**src/rtl/enemy_hit_manager_if.sv**
```systemverilog
// Interface bundle between the stage/collision logic and enemy_hit_manager.
// Carries the spawn controls, the hit request handshake, the kill event
// handshake and the status outputs (alive vector, score, clear flags).
// The slave modport is the enemy_hit_manager view; master is the driver side.
interface enemy_hit_manager_if #(
    parameter int ENEMY_COUNT = 23,
    parameter int SCORE_W     = 16
);
    // Spawn controls
    logic [ENEMY_COUNT-1:0] enemy_alive_in;
    logic                   reset_fly;
    logic                   reset_spider;
    logic                   reset_mosquito;

    // Hit request handshake
    logic                   hit_valid;
    logic [4:0]             hit_idx;
    logic                   hit_ready;

    // Kill event handshake
    logic                   kill_valid;
    logic [4:0]             kill_idx;
    logic [1:0]             kill_type;
    logic                   kill_ready;

    // Status
    logic [ENEMY_COUNT-1:0] enemy_alive_out;
    logic [SCORE_W-1:0]     score;
    logic [2:0]             group_clear;
    logic                   all_clear;

    modport slave (
        input  enemy_alive_in, reset_fly, reset_spider, reset_mosquito,
        input  hit_valid, hit_idx, kill_ready,
        output hit_ready, kill_valid, kill_idx, kill_type,
        output enemy_alive_out, score, group_clear, all_clear
    );

    modport master (
        output enemy_alive_in, reset_fly, reset_spider, reset_mosquito,
        output hit_valid, hit_idx, kill_ready,
        input  hit_ready, kill_valid, kill_idx, kill_type,
        input  enemy_alive_out, score, group_clear, all_clear
    );
endinterface

```
**src/rtl/enemy_hit_manager.sv**
```systemverilog
// enemy_hit_manager: per-enemy liveness and hit points.
// Group spawn strobes load alive bits, accepted hits wear down hit points,
// kills are reported through a single-entry handshaked event register and
// add to a saturating score. Group-clear pulses and an all-clear flag
// summarise the alive vector.
// Optional feature macro: ENEMY_HP_EN -- when defined, spiders take 2 hits
// and mosquitoes 3; when undefined, every hit on a live enemy kills it.
module enemy_hit_manager #(
    parameter int ENEMY_COUNT = 23,
    parameter int FLY_LAST    = 16,
    parameter int SPIDER_LAST = 20,
    parameter int SCORE_W     = 16
) (
    input  logic               clk25,
    input  logic               global_reset_n,
    enemy_hit_manager_if.slave bus
);

    localparam logic [5:0]         COUNT_W6  = 6'(ENEMY_COUNT);
    localparam int                 SUM_W     = SCORE_W + 8;
    localparam logic [SCORE_W-1:0] SCORE_MAX = '1;

    // ------------------------------------------------------------------
    // State
    // ------------------------------------------------------------------
    logic [ENEMY_COUNT-1:0] alive_q, alive_d;
    logic                   kill_valid_q, kill_valid_d;
    logic [4:0]             kill_idx_q, kill_idx_d;
    logic [1:0]             kill_type_q, kill_type_d;
    logic [SCORE_W-1:0]     score_q, score_d;
    logic [2:0]             group_clear_q, group_clear_d;
    logic                   all_clear_q;

    // Per-slot group membership and this-cycle spawn request
    logic [ENEMY_COUNT-1:0] fly_mask;
    logic [ENEMY_COUNT-1:0] spider_mask;
    logic [ENEMY_COUNT-1:0] mosq_mask;
    logic [ENEMY_COUNT-1:0] spawn_vec;

    // Hit decode
    logic       hit_ready_w;
    logic       hit_fire;
    logic       idx_ok;
    logic [4:0] hit_sel;
    logic       hit_effective;
    logic       kill_now;
    logic [1:0] hit_type;
    logic [6:0] points;

`ifdef ENEMY_HP_EN
    logic [2*ENEMY_COUNT-1:0] hp_flat;
    logic [1:0]               hp_cur;
    logic                     dec_now;
`endif

    // A hit is only refused while an untaken kill event is still parked;
    // during reset nothing is accepted.
    assign hit_ready_w = global_reset_n & ~(kill_valid_q & ~bus.kill_ready);
    assign hit_fire    = bus.hit_valid & hit_ready_w;

    // Out-of-range indices are steered to slot 0 so no array read goes past
    // the end; idx_ok then masks the result.
    assign idx_ok  = ({1'b0, bus.hit_idx} < COUNT_W6);
    assign hit_sel = idx_ok ? bus.hit_idx : 5'd0;

    // A spawn on the target's group overrides the hit in the same cycle.
    assign hit_effective = hit_fire & idx_ok & alive_q[hit_sel] & ~spawn_vec[hit_sel];

`ifdef ENEMY_HP_EN
    assign hp_cur   = hp_flat[{hit_sel, 1'b0} +: 2];
    assign kill_now = hit_effective & (hp_cur <= 2'd1);
    assign dec_now  = hit_effective & (hp_cur > 2'd1);
`else
    assign kill_now = hit_effective;
`endif

    // ------------------------------------------------------------------
    // Per-slot logic
    // ------------------------------------------------------------------
    genvar gi;
    generate
        for (gi = 0; gi < ENEMY_COUNT; gi++) begin : g_slot
            localparam bit IS_FLY    = (gi <= FLY_LAST);
            localparam bit IS_SPIDER = (gi > FLY_LAST) && (gi <= SPIDER_LAST);
            localparam bit IS_MOSQ   = (gi > SPIDER_LAST);

            logic hit_this;

            assign fly_mask[gi]    = IS_FLY;
            assign spider_mask[gi] = IS_SPIDER;
            assign mosq_mask[gi]   = IS_MOSQ;
            assign spawn_vec[gi]   = (IS_FLY    & bus.reset_fly)
                                   | (IS_SPIDER & bus.reset_spider)
                                   | (IS_MOSQ   & bus.reset_mosquito);

            assign hit_this = (hit_sel == 5'(gi));

            // Spawn loads the slot; otherwise a killing hit clears it.
            assign alive_d[gi] = spawn_vec[gi] ? bus.enemy_alive_in[gi]
                               : ((kill_now & hit_this) ? 1'b0 : alive_q[gi]);

`ifdef ENEMY_HP_EN
            localparam logic [1:0] HP_FULL = IS_FLY ? 2'd1 : (IS_SPIDER ? 2'd2 : 2'd3);

            logic [1:0] hp_q;

            // Hit points: refilled on spawn, decremented by non-fatal hits.
            always_ff @(posedge clk25 or negedge global_reset_n) begin
                if (!global_reset_n) begin
                    hp_q <= 2'd0;
                end else if (spawn_vec[gi]) begin
                    hp_q <= HP_FULL;
                end else if (dec_now && hit_this) begin
                    hp_q <= hp_q - 2'd1;
                end
            end

            assign hp_flat[2*gi +: 2] = hp_q;
`endif
        end
    endgenerate

    // ------------------------------------------------------------------
    // Kill event, score and clear detection
    // ------------------------------------------------------------------
    assign hit_type = fly_mask[hit_sel]    ? 2'd0 :
                      spider_mask[hit_sel] ? 2'd1 : 2'd2;

    // Kill value table: fly 10, spider 30, mosquito 50.
    always_comb begin
        points = 7'd50;
        case (hit_type)
            2'd0:    points = 7'd10;
            2'd1:    points = 7'd30;
            default: points = 7'd50;
        endcase
    end

    // Next state for the single-entry kill register; a new kill may replace
    // an event that is being taken this same cycle.
    always_comb begin
        kill_valid_d = kill_valid_q;
        kill_idx_d   = kill_idx_q;
        kill_type_d  = kill_type_q;
        if (kill_now) begin
            kill_valid_d = 1'b1;
            kill_idx_d   = hit_sel;
            kill_type_d  = hit_type;
        end else if (bus.kill_ready) begin
            kill_valid_d = 1'b0;
        end
    end

    // Saturating score accumulation on each kill.
    always_comb begin
        logic [SUM_W-1:0] sum;
        sum     = SUM_W'(score_q) + SUM_W'(points);
        score_d = score_q;
        if (kill_now) begin
            if (sum > SUM_W'(SCORE_MAX)) begin
                score_d = SCORE_MAX;
            end else begin
                score_d = sum[SCORE_W-1:0];
            end
        end
    end

    // A group clears only when a kill empties it; spawn-driven emptiness
    // never pulses because a spawning group's hits are suppressed.
    always_comb begin
        group_clear_d    = 3'b000;
        group_clear_d[0] = kill_now & fly_mask[hit_sel]    & ((alive_d & fly_mask)    == '0);
        group_clear_d[1] = kill_now & spider_mask[hit_sel] & ((alive_d & spider_mask) == '0);
        group_clear_d[2] = kill_now & mosq_mask[hit_sel]   & ((alive_d & mosq_mask)   == '0);
    end

    // State registers; all_clear samples the registered alive vector so it
    // trails enemy_alive_out by one cycle.
    always_ff @(posedge clk25 or negedge global_reset_n) begin
        if (!global_reset_n) begin
            alive_q       <= '0;
            kill_valid_q  <= 1'b0;
            kill_idx_q    <= 5'd0;
            kill_type_q   <= 2'd0;
            score_q       <= '0;
            group_clear_q <= 3'b000;
            all_clear_q   <= 1'b0;
        end else begin
            alive_q       <= alive_d;
            kill_valid_q  <= kill_valid_d;
            kill_idx_q    <= kill_idx_d;
            kill_type_q   <= kill_type_d;
            score_q       <= score_d;
            group_clear_q <= group_clear_d;
            all_clear_q   <= (alive_q == '0);
        end
    end

    assign bus.hit_ready       = hit_ready_w;
    assign bus.enemy_alive_out = alive_q;
    assign bus.kill_valid      = kill_valid_q;
    assign bus.kill_idx        = kill_idx_q;
    assign bus.kill_type       = kill_type_q;
    assign bus.score           = score_q;
    assign bus.group_clear     = group_clear_q;
    assign bus.all_clear       = all_clear_q;

endmodule

```
**src/flat_wrapper.sv**
```systemverilog
// flat-port wrapper written by rule: the top's interface ports become plain ports
module enemy_hit_manager_flat 
#(
    parameter int ENEMY_COUNT = 23,
    parameter int FLY_LAST    = 16,
    parameter int SPIDER_LAST = 20,
    parameter int SCORE_W     = 16
)
  (clk25, global_reset_n, bus_enemy_alive_in, bus_reset_fly, bus_reset_spider, bus_reset_mosquito, bus_hit_valid, bus_hit_idx, bus_kill_ready, bus_hit_ready, bus_kill_valid, bus_kill_idx, bus_kill_type, bus_enemy_alive_out, bus_score, bus_group_clear, bus_all_clear);
  enemy_hit_manager_if #(.ENEMY_COUNT(ENEMY_COUNT), .SCORE_W(SCORE_W)) bus_i ();
  input  logic clk25;
  input  logic global_reset_n;
  input wire logic [$bits(bus_i.enemy_alive_in)-1:0] bus_enemy_alive_in;
  input wire logic [$bits(bus_i.reset_fly)-1:0] bus_reset_fly;
  input wire logic [$bits(bus_i.reset_spider)-1:0] bus_reset_spider;
  input wire logic [$bits(bus_i.reset_mosquito)-1:0] bus_reset_mosquito;
  input wire logic [$bits(bus_i.hit_valid)-1:0] bus_hit_valid;
  input wire logic [$bits(bus_i.hit_idx)-1:0] bus_hit_idx;
  input wire logic [$bits(bus_i.kill_ready)-1:0] bus_kill_ready;
  output wire logic [$bits(bus_i.hit_ready)-1:0] bus_hit_ready;
  output wire logic [$bits(bus_i.kill_valid)-1:0] bus_kill_valid;
  output wire logic [$bits(bus_i.kill_idx)-1:0] bus_kill_idx;
  output wire logic [$bits(bus_i.kill_type)-1:0] bus_kill_type;
  output wire logic [$bits(bus_i.enemy_alive_out)-1:0] bus_enemy_alive_out;
  output wire logic [$bits(bus_i.score)-1:0] bus_score;
  output wire logic [$bits(bus_i.group_clear)-1:0] bus_group_clear;
  output wire logic [$bits(bus_i.all_clear)-1:0] bus_all_clear;
  assign bus_i.enemy_alive_in = bus_enemy_alive_in;
  assign bus_i.reset_fly = bus_reset_fly;
  assign bus_i.reset_spider = bus_reset_spider;
  assign bus_i.reset_mosquito = bus_reset_mosquito;
  assign bus_i.hit_valid = bus_hit_valid;
  assign bus_i.hit_idx = bus_hit_idx;
  assign bus_i.kill_ready = bus_kill_ready;
  assign bus_hit_ready = bus_i.hit_ready;
  assign bus_kill_valid = bus_i.kill_valid;
  assign bus_kill_idx = bus_i.kill_idx;
  assign bus_kill_type = bus_i.kill_type;
  assign bus_enemy_alive_out = bus_i.enemy_alive_out;
  assign bus_score = bus_i.score;
  assign bus_group_clear = bus_i.group_clear;
  assign bus_all_clear = bus_i.all_clear;
  enemy_hit_manager #(.ENEMY_COUNT(ENEMY_COUNT), .FLY_LAST(FLY_LAST), .SPIDER_LAST(SPIDER_LAST), .SCORE_W(SCORE_W)) u_core (.clk25(clk25), .global_reset_n(global_reset_n), .bus(bus_i));
endmodule
```
**config.mk**
```make
export PLATFORM = sky130hd
export DESIGN_NAME = enemy_hit_manager_flat
export DESIGN_NICKNAME = d
export VERILOG_FILES = /design/src/rtl/enemy_hit_manager_if.sv /design/src/rtl/enemy_hit_manager.sv /design/src/flat_wrapper.sv
export SDC_FILE = /design/constraint.sdc
export NUM_CORES = 1
export LEC_CHECK = 0
export ABC_AREA = 1
export BUFFER_PORTS_ARGS = -buffer_cell sky130_fd_sc_hd__buf_2
export CORE_MARGIN = 2
export CORE_UTILIZATION = 35
export DETAILED_ROUTE_END_ITERATION = 6
export GPL_ROUTABILITY_DRIVEN = 0
export PLACE_DENSITY = 0.61
export SYNTH_ARGS = -nofsm -noshare
export SYNTH_HDL_FRONTEND = slang
export SYNTH_SLANG_ARGS = --single-unit
```
**constraint.sdc**
```tcl
create_clock -name clk25 -period 2.7 [get_ports clk25]
set_input_delay 0.135 -clock clk25 [delete_from_list [all_inputs] [get_ports clk25]]
set_output_delay 0.135 -clock clk25 [all_outputs]
set_load 0.01 [all_outputs]
```
# Yosys cells after proc, flatten, opt, wreduce, memory -nomap -nowiden
# Memories as Yosys holds them, arrays and structs flattened.
# Index checks and enable logic that the tools add are counted.
# Widths: inputs -> output; s select.
[word_totals]
ff_bits = 51
input_bits = 35
mem_bits_ro = 96
mem_count = 3
output_inout_bits = 52
[mem_list]
columns = ["name", "words", "width", "rd", "rd_clocked_by_memory_dff", "write_ports", "line", "source"]
rows = [
  ["(no name shown)", 32, 1, 1, 0, 0, "enemy_hit_manager.sv:174", "group_clear_d[2] = kill_now & mosq_mask[hit_sel] & ((alive_d & mosq_mask) == '0);"],
  ["(no name shown)", 32, 1, 1, 0, 0, "enemy_hit_manager.sv:173", "group_clear_d[1] = kill_now & spider_mask[hit_sel] & ((alive_d & spider_mask) == '0);"],
  ["(no name shown)", 32, 1, 1, 0, 0, "enemy_hit_manager.sv:172", "group_clear_d[0] = kill_now & fly_mask[hit_sel] & ((alive_d & fly_mask) == '0);"],
]
[classes]
add_sub_neg = 1
bitwise = 38
reduce_logical = 7
order_cmp = 3
muxes = 60
eq_ne = 23
[ops]
columns = ["cell", "count"]
rows = [
  ["$logic_not 23->1", 4],
  ["$mux 1", 53],
  ["$eq 5x4->1 const B", 8],
  ["$and 1x1->1", 35],
  ["$eq 5x5->1 const B", 7],
  ["$eq 5x3->1 const B", 4],
  ["$add 16x7->17", 1],
  ["$gt 17x16->1 const B", 1],
  ["$mux 16", 1],
  ["$pmux 6 s2", 1],
  ["$bmux 1 s5", 2],
  ["$eq 5x2->1 const B", 2],
  ["$lt 5x6->1 const B", 1],
  ["$eq 5x1->1 const B", 1],
  ["$logic_not 5->1", 1],
  ["$lt 5x5->1 const B", 1],
  ["$mux 5", 1],
  ["$mux 2", 2],
  ["$not 1->1", 3],
  ["$eq 2x1->1 const B", 1],
  ["$logic_not 2->1", 1],
  ["$reduce_bool 2->1", 1],
]

# Longest topological paths before layout
# Gate-level depths: netlist of the first run.
[depth]
ltp_word = 13
ltp_mapped = 30

# Worst setup path before layout of the first run
# No wires, ideal clock.
[synth_path]
kind = "input -> register"
startpoint = "input port bus_hit_idx[0]"
endpoint = "register u_core.score_q[13] (netlist: u_core.bus.score[13])"
setup_slack_ns = -0.804
cell_stages = 24
arrival_time_ns = 3.435
setup_ns = 0.068
path_cell_list = "buf_4 nand3_1 nand2_1 nor2_1 inv_1 nor2_1 inv_1 nor2_1 inv_1 fa_1 o21ai_1 nand2_1 a21oi_1 nand2_1 nor2_1 nand2_1 nor2_1 xor2_1 nand3b_1 nor2_1 nand3_1 nand2_1 nand2_2 nand3_1"
[synth_between]
elab_chain_cells = 11
[synth_lines]
columns = ["element", "line", "source"]
rows = [
  ["start: declaration", "flat_wrapper.sv:18", "input wire logic [$bits(bus_i.hit_idx)-1:0] bus_hit_idx;"],
  ["$lt 5x5->1", "enemy_hit_manager.sv:63", "assign idx_ok = ({1'b0, bus.hit_idx} < COUNT_W6);"],
  ["$mux 5", "enemy_hit_manager.sv:64", "assign hit_sel = idx_ok ? bus.hit_idx : 5'd0;"],
  ["$mem_v2 32x1", "n/a", ""],
  ["$mux 1", "n/a", ""],
  ["$mux 2", "enemy_hit_manager.sv:127", "spider_mask[hit_sel] ? 2'd1 : 2'd2;"],
  ["$mux 2", "enemy_hit_manager.sv:126", "assign hit_type = fly_mask[hit_sel] ? 2'd0 :"],
  ["$eq 2x1->1 / $logic_not 2->1 (equally long branches)", "enemy_hit_manager.sv:132", "case (hit_type)"],
  ["$pmux 6 s2", "enemy_hit_manager.sv:132", ""],
  ["$add 16x7->17", "enemy_hit_manager.sv:157", "sum = SUM_W'(score_q) + SUM_W'(points);"],
  ["$gt 17x16->1", "enemy_hit_manager.sv:160", "if (sum > SUM_W'(SCORE_MAX)) begin"],
  ["$mux 16", "enemy_hit_manager.sv:160", ""],
  ["end signal: assignment", "enemy_hit_manager.sv:193", "score_q <= score_d;"],
  ["end: declaration", "enemy_hit_manager.sv:30", "logic [SCORE_W-1:0] score_q, score_d;"],
]
# Parallel ways exist; a longest one is shown, timed or not. The select of a mux whose other input is x is not followed.
# A chain may end at the register's enable or synchronous reset.

# Worst setup path after layout of the first run
[layout_path]
startpoint = "input port bus_hit_idx[1]"
endpoint = "register u_core.score_q[4] (netlist: u_core.bus.score[4])"
[layout_between]
elab_chain_cells = 11
[layout_lines]
columns = ["element", "line", "source"]
rows = [
  ["$lt 5x5->1", "enemy_hit_manager.sv:63", ""],
  ["$mux 5 (*)", "enemy_hit_manager.sv:64", ""],
  ["$mem_v2 32x1", "n/a", ""],
  ["$mux 1", "n/a", ""],
  ["$mux 2", "enemy_hit_manager.sv:127", ""],
  ["$mux 2 (*)", "enemy_hit_manager.sv:126", ""],
  ["named net u_core.hit_type[1]", "enemy_hit_manager.sv:47", "logic [1:0] hit_type;"],
  ["$eq 2x1->1 / $logic_not 2->1 (equally long branches)", "enemy_hit_manager.sv:132", ""],
  ["$pmux 6 s2 (*)", "enemy_hit_manager.sv:132", ""],
  ["$add 16x7->17 (*)", "enemy_hit_manager.sv:157", ""],
  ["$gt 17x16->1", "enemy_hit_manager.sv:160", ""],
  ["$mux 16 (*)", "enemy_hit_manager.sv:160", ""],
]
# The timed path passes the listed nets; every way through them passes the cells marked *. The select of a mux whose other input is x is not followed.

==> results.json, run 1 <==
{
  "status": "finished, violations left",
  "violations": "negative hold slack, negative setup slack",
  "synth_top_cell_by_area": "dfrtp_1",
  "grt_max_degree": 52,
  "hold_class": "in -> async",
  "ys_ff_latch": 51,
  "syn_inst": 516,
  "dieArea_um2": 10600,
  "crit_fanout": 4,
  "yosys.area_share.xor_xnor": 0.0230,
  "dp_slack_ns": -0.622,
  "viasPerCell": 4.74,
  "synth_most_common_cell": "nand2_1",
  "maxSlewHeadroom": 0.550,
  "cts_tree": "yes",
  "synthArstFlopShare": 1.00,
  "synth_compound_area_frac": 0.102,
  "hold-worst-slack_ns": -0.0299,
  "synthSimpleGateAreaFrac": 0.353,
  "drt_first_pass_iters": 4,
  "fin_worst_skew_ns": 0.0109,
  "initial_core_util": 0.356,
  "critPathLaunchType": "primary input",
  "drive_above_1_share": 0.311,
  "num_antenna_cells": 0,
  "layout_setup_ws_ns": -0.124,
  "hpwl_mm": 7.97,
  "numCtsBuffers": 5,
  "cellPowerDensity_nw_per_um2": 701,
  "period_needed_ns": 2.82,
  "finalHoldViolations": 29,
  "synth_enable_flop_cells": 0,
  "fmax_mhz": 354,
  "totalPowerFinal_mw": 3.36,
  "wl_per_cell_um": 13.4,
  "track_usage": 0.204,
  "cts_sinks": 51,
  "design_area_um2": 4790,
  "synth_adder_area_share": 0.0313,
  "gr-total-overflow": 0,
  "synth-main-ff-cell": "dfrtp_1",
  "clock_latency_ns": 0.31,
  "die_w_um": 103,
  "core_um2": 9640,
  "finalSetupViolations": 14,
  "ir_drop_mv": 0.309,
  "grt_pass1_vias": 3640,
  "synth_top_area_frac": 0.372,
  "synth_fp_nets": 559,
  "vias": 3752,
  "fin_nets": 701,
  "tightest_slew_ns": 0.674,
  "yosysSeqAreaShare": 0.372,
  "dpl_cell_area_um2": 4410,
  "syn2layout_area_growth_pct": 39.3,
  "rows": 36,
  "antenna_found_initial": 0,
  "finalMaxSlewViolations": 0,
  "maxCapViolations": 0,
  "yosysUniqueCellTypes": 33,
  "ctsHtreeMaxLevel": 2,
  "synth_warnings": 0,
  "synthMuxAreaShare": 0,
  "finalSetupTns_ns": -1.37,
  "portBuffers": 86,
  "synth_top_family_by_area": "simple AND/OR/NAND/NOR gates",
  "cp.arrival_ns": 3.06,
  "io-pin-count": 87,
  "die_h_um": 103,
  "critPathKind": "in -> reg",
  "drc": 0,
  "grt_first_pass_wirelength_mm": 17.0,
  "clk_pin_slew_ns": 0.10,
  "yosys-top-cells-area": "dfrtp_1 (37%), nand2_1 (15%), nor2_1 (9.8%), inv_1 (9.2%), nand3_1 (5.7%)",
  "clockBufferDepth": 2,
  "totalWireLength_mm": 10.6,
  "avgSynthCellArea_um2": 6.66,
  "antenna_left": 0,
  "rsz0062_at_grt": "yes",
  "drt_iter0_markers": 131,
  "syn_area_um2": 3430,
  "cp-end-kind": "register",
  "cts_root_buf": "clkbuf_8",
  "cp.required_ns": 2.93,
  "yosys-top-cells-count": "nand2_1 (136), nor2_1 (90), inv_1 (84), dfrtp_1 (51), nand3_1 (39)",
  "timing.final.crit_share": 1.05,
  "p_leak_nw": 2.63
}
[metal layers]
metal | vias up | track usage | part of all wire
met3 | 13 | 0.0271 | 0.041
met1 | 1753 | 0.263 | 0.43
met4 | 0 | 0.0587 | 0.014
li1 | 1895 | - | -
met5 | - | 0 | 0
met2 | 91 | 0.358 | 0.51
[power breakdown]
part           switching [mW]  leakage (nW)  internal [mW]
Combinational           0.927          1.97          0.866
Clock                   0.274        0.0484          0.211
Sequential              0.165         0.613          0.913
[through the flow]
step	hold WS, ns	std cells	utilization
CTS	0.00745	784	0.480
global placement	0.331	770	0.458
global route	0.0176	792	0.496
floorplan	-0.161	516	-
finish	-0.0299	792	0.496
detailed placement	0.354	770	0.458
[cells in the final DEF, fill, tap and decap left out, types with 2 or more instances in the layout]
cell,instances
inv_1,78
nand2_1,129
a21oi_2,2
buf_4,63
o21ai_1,2
nand3_2,4
o21ai_2,2
or2_2,2
nand3_1,34
xor2_1,6
nor2_2,5
a22oi_1,3
a21boi_1,10
nor4_1,3
o211ai_1,5
nand2_4,5
buf_2,82
nand2_2,5
clkbuf_8,6
dfrtp_1,51
ha_4,2
nor2_1,80
a21oi_1,6
nor3_1,7
ha_1,5
inv_4,2
inv_2,5
nand3b_1,2
buf_6,2
nor2_4,5
o21ai_0,16
nand4_1,10
buf_8,2
a31oi_1,2
[state kept, by name (all words and copies together) (netlist names)]
| name | flops |
|---|---|
| u_core.bus.kill_valid | 1 |
| u_core.bus.kill_idx | 5 |
| u_core.bus.enemy_alive_out | 23 |
| u_core.bus.score | 16 |
| u_core.bus.kill_type | 2 |
| u_core.bus.group_clear | 3 |
| u_core.bus.all_clear | 1 |
[kinds of logic after synthesis]
family	count (synthesis)
and+or+nand+nor	293
buffers and inverters	101
AOI/OAI and AO/OA	54
DFF	51
xor gates and xnor gates	9
adders and majority gates	8
[cell type report]
cell class | count | area [um^2]
clock buffer | 7 | 86.3
clock inverter | 1 | 8.76
fill | 1005 | 4850
inverter | 86 | 328
multi-input combinational | 364 | 1960
sequential | 51 | 1280
tap | 133 | 166
timing repair buffer | 150 | 956
[repair_timing]
item | in CTS | in global routing
hold endpoints to repair | 0 | 0
hold buffers | 0 | 0
setup endpoints to repair | 14 | 15
resized for setup | 22 | 21
pin swaps | 21 | 25
setup buffers | 6 | 8
[path summary, 6_finish.rpt]
kind / start / endpoint / slack (ns) / cells after the start
min: global_reset_n / u_core.bus.kill_type[0]$_DFFE_PN0P_ / -0.03 / 2
max in group asynchronous: global_reset_n / u_core.bus.score[2]$_DFFE_PN0P_ / 2.26 / 2
max: bus_hit_idx[1] / u_core.bus.score[4]$_DFFE_PN0P_ / -0.12 / 25
min reg2reg: u_core.bus.kill_type[1]$_DFFE_PN0P_ / u_core.bus.kill_type[1]$_DFFE_PN0P_ / 0.49 / 2
max reg2reg: u_core.bus.score[1]$_DFFE_PN0P_ / u_core.bus.score[4]$_DFFE_PN0P_ / 0.09 / 15
min in group clk25: bus_kill_ready / u_core.bus.kill_valid$_DFFE_PN0P_ / 0.03 / 2
[critical path, stage by stage]
cell and delay [ns]:
buf_8 0.11, nand3_4 0.08, nand2_4 0.06, nand2_4 0.09, o21ai_4 0.08, ha_4 0.16
nor2_4 0.13, inv_4 0.06, nor2_4 0.11, inv_2 0.06, ha_4 0.28, nand2_2 0.05
o21ai_2 0.16, nand2_1 0.08, a21oi_2 0.14, nand2_1 0.10, nor2_2 0.12, nand2_1 0.08
nor2_1 0.12, xor2_1 0.22, nand3b_1 0.13, nor2_2 0.10, nand3_2 0.10, buf_4 0.17
a31oi_2 0.13
(Power assumes the default switching activity.)
==> run 2: changes to the inputs <==
REMOVE_ABC_BUFFERS = 1   (was unset)
==> results.json, run 2 (synthesis gave the netlist of run 1 again) <==
{
  "fin_worst_skew_ns": 0.0196,
  "antenna_left": 0,
  "ir_drop_mv": 0.600,
  "num_antenna_cells": 0,
  "design_area_um2": 4880,
  "finalSetupViolations": 14,
  "cellPowerDensity_nw_per_um2": 733,
  "grt_max_degree": 52,
  "period_needed_ns": 2.78,
  "worstRegToRegCells": 16,
  "clk_pin_slew_ns": 0.11,
  "mostFrequentLayoutCells": "nand2_1 (126), buf_2 (82), inv_1 (79)",
  "die_h_um": 103,
  "totalWireLength_mm": 11.0,
  "timing.rr.start": "u_core.bus.score[1]$_DFFE_PN0P_",
  "drt_iter0_markers": 213,
  "hold_class": "in -> async",
  "final_common_cell": "nand2_1",
  "slowest_delay_ns": 0.30,
  "critPathLaunchType": "primary input",
  "cp.arrival_ns": 3.06,
  "drive_above_1_share": 0.322,
  "fin_nets": 701,
  "cts_root_buf": "clkbuf_8",
  "cp.required_ns": 2.98,
  "viasPerCell": 4.77,
  "dp_slack_ns": -0.955,
  "drc": 0,
  "status": "finished, violations left",
  "numCtsBuffers": 5,
  "violations": "negative hold slack, negative setup slack",
  "layout_setup_ws_ns": -0.0823,
  "ctsHtreeMaxLevel": 2,
  "maxSlewHeadroom": 0.550,
  "portBuffers": 86,
  "clockBufferDepth": 2,
  "tightest_slew_ns": 0.674,
  "dpl_cell_area_um2": 4360,
  "r2r_end": "u_core.bus.score[9]$_DFFE_PN0P_",
  "postLayoutCoreUtil": 0.506,
  "timing.final.crit_share": 1.03,
  "maxCapViolations": 0,
  "crit_fanout": 7,
  "largest_register_ffs": 23,
  "finalHoldViolations": 24,
  "die_w_um": 103,
  "core_um2": 9640,
  "track_usage": 0.208,
  "finalMaxSlewViolations": 0,
  "cts_hold_buf": 0,
  "drt_first_pass_iters": 5,
  "initial_core_util": 0.356,
  "cp-end-kind": "register",
  "syn2layout_area_growth_pct": 42.1,
  "clock_latency_ns": 0.33,
  "dieArea_um2": 10600,
  "critPathKind": "in -> reg",
  "cts_sinks": 51,
  "cp_num_buf_inv": 6,
  "cts_tree": "yes",
  "io-pin-count": 87,
  "path_cells": "buf_6 -> buf_4 -> o21ai_4 -> ha_4 -> nor2_4 -> inv_4 -> nor2_4 -> buf_4 -> buf_4 -> buf_4 -> ha_1 -> nand2_1 -> a21oi_2 -> nand2_2 -> nor2_4 -> nand2_2 -> nor2_2 -> xor2_1 -> nand3b_1 -> nor2_2 -> nand3_2 -> nand2_4 -> nand2_8 -> nand2_1",
  "hpwl_mm": 8.19,
  "reg2reg_setup_slack_ns": 0.14,
  "cp_slowest_cell": "ha_1",
  "hold-worst-slack_ns": -0.00369,
  "fmax_mhz": 359,
  "crit_family": "simple AND/OR/NAND/NOR gates",
  "totalPowerFinal_mw": 3.58,
  "wl_per_cell_um": 13.9,
  "cpMostUsedCell": "buf_4",
  "grt_pass1_vias": 3570,
  "gr-total-overflow": 0,
  "rsz0062_at_grt": "yes",
  "rows": 36,
  "p_leak_nw": 2.65,
  "grt_first_pass_wirelength_mm": 17.1,
  "vias": 3775,
  "antenna_found_initial": 0
}
-- run 2: cell type report --
cell class / count / area, um^2
multi-input combinational: 364 / 2010
timing repair buffer: 150 / 972
clock buffer: 5 / 68.8
sequential: 51 / 1280
tap: 133 / 166
fill: 992 / 4760
inverter: 86 / 325
clock inverter: 3 / 67.6
-- run 2: layer usage --
metal | part of all wire | wire length (um) | GRT usage | vias to the layer above
li1 | - | - | - | 1888
met3 | 0.057 | 630 | 0.0312 | 7
met2 | 0.48 | 5300 | 0.350 | 116
met1 | 0.45 | 4940 | 0.283 | 1764
met4 | 0.011 | 126 | 0.0496 | 0
met5 | 0 | 0 | 0 | -
-- run 2: where the power goes --
group / switching [mW] / total [mW] / internal, mW / leakage [nW]
sequential: 0.160 / 1.07 / 0.912 / 0.613
combinational: 0.970 / 1.85 / 0.881 / 1.97
clock: 0.285 / 0.655 / 0.370 / 0.0644
-- run 2: metrics by stage --
| stage | hold WS, ns | setup TNS [ns] | cells |
|---|---|---|---|
| floorplan | -0.161 | -8.88 | 501 |
| global placement | 0.338 | -10.55 | 772 |
| detailed placement | 0.355 | -13.33 | 772 |
| CTS | 0.0123 | -2.52 | 787 |
| global route | 0.0206 | -3.17 | 792 |
| finish | -0.00369 | -1.01 | 792 |
-- run 2: what timing repair did --
item | CTS | global route
pin swaps | 28 | 30
endpoints found under the setup margin | 16 | 16
resized for setup | 35 | 33
cloned | 0 | 0
buffers inserted | 7 | 5
-- run 2: how the worst max path moves through the flow --
stage                   startpoint                                to  depth (start not counted)
finish              bus_hit_idx[1]   u_core.bus.score[9]$_DFFE_PN0P_                         24
CTS                 bus_hit_idx[1]  u_core.bus.score[15]$_DFFE_PN0P_                         25
global placement    bus_hit_idx[0]   u_core.bus.score[1]$_DFFE_PN0P_                         25
detailed placement  bus_hit_idx[0]  u_core.bus.score[15]$_DFFE_PN0P_                         26
floorplan           bus_hit_idx[0]  u_core.bus.score[15]$_DFFE_PN0P_                         23
global route        bus_hit_idx[1]  u_core.bus.score[15]$_DFFE_PN0P_                         25
==> run 3: changes to the inputs <==
ABC_AREA = unset   (was 1)
==> results.json, run 3 <==
{
  "status": "finished, violations left",
  "violations": "negative setup slack",
  "grt_pass1_vias": 3576,
  "finalHoldViolations": 0,
  "crit_fanout": 5,
  "drc": 0,
  "clockBufferDepth": 2,
  "yosys-top-cells-count": "dfrtp_1 (51), nand2_1 (32), nor2_1 (27), a21oi_1 (24), inv_1 (22)",
  "dpl_cell_area_um2": 4300,
  "largest_register_ffs": 23,
  "r2r_end": "u_core.bus.score[9]$_DFFE_PN0P_",
  "finalSetupTns_ns": -0.0133,
  "ctsHtreeMaxLevel": 2,
  "rsz0062_at_grt": "yes",
  "drt_first_pass_iters": 4,
  "fmax_mhz": 369,
  "synth_enable_flop_cells": 0,
  "maxSlewHeadroom": 0.565,
  "cts_root_buf": "clkbuf_8",
  "finalMaxSlewViolations": 0,
  "core_um2": 9280,
  "viasPerCell": 5.45,
  "synthArstFlopShare": 1.00,
  "die_h_um": 102,
  "timing.final.crit_share": 1.00,
  "antenna_found_initial": 0,
  "critPathKind": "in -> reg",
  "dieArea_um2": 10400,
  "synth_top_area_frac": 0.381,
  "gr-total-overflow": 0,
  "reg2reg_setup_slack_ns": 0.19,
  "io-pin-count": 87,
  "fin_worst_skew_ns": 0.0161,
  "cp_slowest_cell": "mux2_4",
  "vias": 3505,
  "cp-end-kind": "register",
  "rows": 35,
  "track_usage": 0.217,
  "maxCapViolations": 0,
  "syn_inst": 369,
  "dp_slack_ns": -0.667,
  "cp.arrival_ns": 2.91,
  "path_cells": "buf_8 -> or2_4 -> and3_4 -> inv_4 -> ha_4 -> nor3_4 -> inv_2 -> ha_4 -> o21ai_2 -> o21bai_1 -> a21o_1 -> and3_4 -> and3b_2 -> a41oi_2 -> buf_4 -> nand2_2 -> mux2_4",
  "holdCritStartpoint": "bus_enemy_alive_in[9]",
  "antenna_left": 0,
  "critPathLaunchType": "primary input",
  "cp.required_ns": 2.90,
  "clk_pin_slew_ns": 0.11,
  "die_w_um": 102,
  "ir_drop_mv": 0.485,
  "hold_depth": 3,
  "cts_tree": "yes",
  "totalWireLength_mm": 11.2,
  "cellPowerDensity_nw_per_um2": 607,
  "hpwl_mm": 8.32,
  "worstRegToRegCells": 9,
  "yosysSeqAreaShare": 0.381,
  "synth_warnings": 0,
  "cts_sinks": 51,
  "drive_above_1_share": 0.405,
  "synth_most_common_cell": "dfrtp_1",
  "yosys-top-cells-area": "dfrtp_1 (38%), mux2i_1 (5.7%), a21oi_1 (3.6%), nand2_1 (3.6%), nor2_1 (3.0%)",
  "clock_latency_ns": 0.31,
  "yosysUniqueCellTypes": 64,
  "timing.rr.start": "u_core.bus.enemy_alive_out[10]$_DFF_PN0_",
  "initial_core_util": 0.361,
  "p_leak_nw": 2.23,
  "avgSynthCellArea_um2": 9.08,
  "fin_nets": 556,
  "mostFrequentLayoutCells": "buf_2 (83), buf_4 (67), dfrtp_1 (51)",
  "tightest_slew_ns": 0.652,
  "synth-main-ff-cell": "dfrtp_1",
  "grt_max_degree": 50,
  "design_area_um2": 4660,
  "grt_first_pass_wirelength_mm": 17.8,
  "totalPowerFinal_mw": 2.83,
  "ys_ff_latch": 51,
  "period_needed_ns": 2.71,
  "numCtsBuffers": 5,
  "syn_area_um2": 3350,
  "drt_iter0_markers": 126,
  "layout_setup_ws_ns": -0.0111,
  "final_common_cell": "buf_2",
  "slowest_delay_ns": 0.27,
  "wl_per_cell_um": 17.4,
  "synth_top_cell_by_area": "dfrtp_1",
  "syn2layout_area_growth_pct": 39.0,
  "finalSetupViolations": 2,
  "num_antenna_cells": 0,
  "hold_class": "in -> reg",
  "portBuffers": 86,
  "min_to": "u_core.bus.enemy_alive_out[9]$_DFF_PN0_"
}
-- run 3: changes by cell type after synthesis, sizes merged, moves of 8 or more --
| cell | delta |
|---|---|
| nand2 | -108 |
| nor2 | -63 |
| inv | -62 |
| nand3 | -28 |
| mux2i | +19 |
| a21oi | +15 |
| a21boi | -11 |
| a31oi | +9 |
| and3 | +8 |
| mux2 | +8 |
-- run 3: how the worst max path moves through the flow --
stage	endpoint	depth (start not counted)	start	slack, ns
2_1_floorplan	u_core.bus.score[11]$_DFFE_PN0P_	15	bus_hit_idx[1]	-0.50
3_3_place_gp	u_core.bus.score[6]$_DFFE_PN0P_	17	bus_hit_idx[1]	-0.55
3_5_place_dp	u_core.bus.score[9]$_DFFE_PN0P_	17	bus_hit_idx[1]	-0.67
4_1_cts	u_core.bus.score[9]$_DFFE_PN0P_	17	bus_hit_idx[1]	0.008
5_1_grt	u_core.bus.score[9]$_DFFE_PN0P_	17	bus_hit_idx[0]	-0.07
6_report	u_core.bus.score[9]$_DFFE_PN0P_	17	bus_hit_idx[0]	-0.01
-- run 3: cell type report --
type | instances | area (um^2)
fill | 914 | 4630
sequential | 51 | 1280
inverter | 23 | 88.8
clock buffer | 6 | 72.6
clock inverter | 2 | 12.5
multi-input combinational | 278 | 2070
timing repair buffer | 154 | 975
tap | 129 | 161
-- run 3: cell families (layout without fill, tap and decap cells) --
logic type,count (synthesis),in the layout,synth area share
AOI/OAI and AO/OA,97,97,0.196
xor gates and xnor gates,6,6,0.0157
and+or+nand+nor,139,139,0.224
adders and majority gates,8,8,0.0321
buffers and inverters,40,185,0.0609
muxes,28,28,0.0904
DFF,51,51,0.381
-- run 3: worst max-delay path, delay by kind of cell --
kind                       cells  cell delay (ns)
muxes                          1             0.27
adders and majority gates      2             0.43
buffers and inverters          4             0.41
AOI/OAI and AO/OA              4             0.61
and+or+nand+nor                6             1.06
-- run 3: report_power, final --
part / leakage (nW) / switching, mW / internal, mW / total [mW]
clock: 0.0412 / 0.277 / 0.182 / 0.460
sequential: 0.635 / 0.166 / 0.882 / 1.05
combinational: 1.56 / 0.667 / 0.652 / 1.32
-- run 3: timing repair --
| item | CTS | global route |
|---|---|---|
| setup buffers | 4 | 2 |
| endpoints found under the hold margin | 2 | 0 |
| pin swaps | 12 | 11 |
| setup endpoints to repair | 14 | 14 |
| resized for setup | 27 | 28 |
| hold buffers | 1 | 0 |
-- run 3: routing by layer --
metal	track usage	part of all wire	wire, um	vias up
met1	0.287	0.43	4790	1685
met4	0.0646	0.025	282	0
met3	0.0294	0.058	645	22
met5	0	0	0	-
li1	-	-	-	1663
met2	0.372	0.49	5500	135
-- run 3: per-stage QoR --
stage	std cells	utilization	hold WS, ns
final	643	0.502	0.0378
after global placement	629	0.463	-0.0201
after detailed placement	629	0.463	-0.0276
after global routing	643	0.502	0.0467
after CTS	641	0.487	0.0252
after floorplan	352	-	-0.161
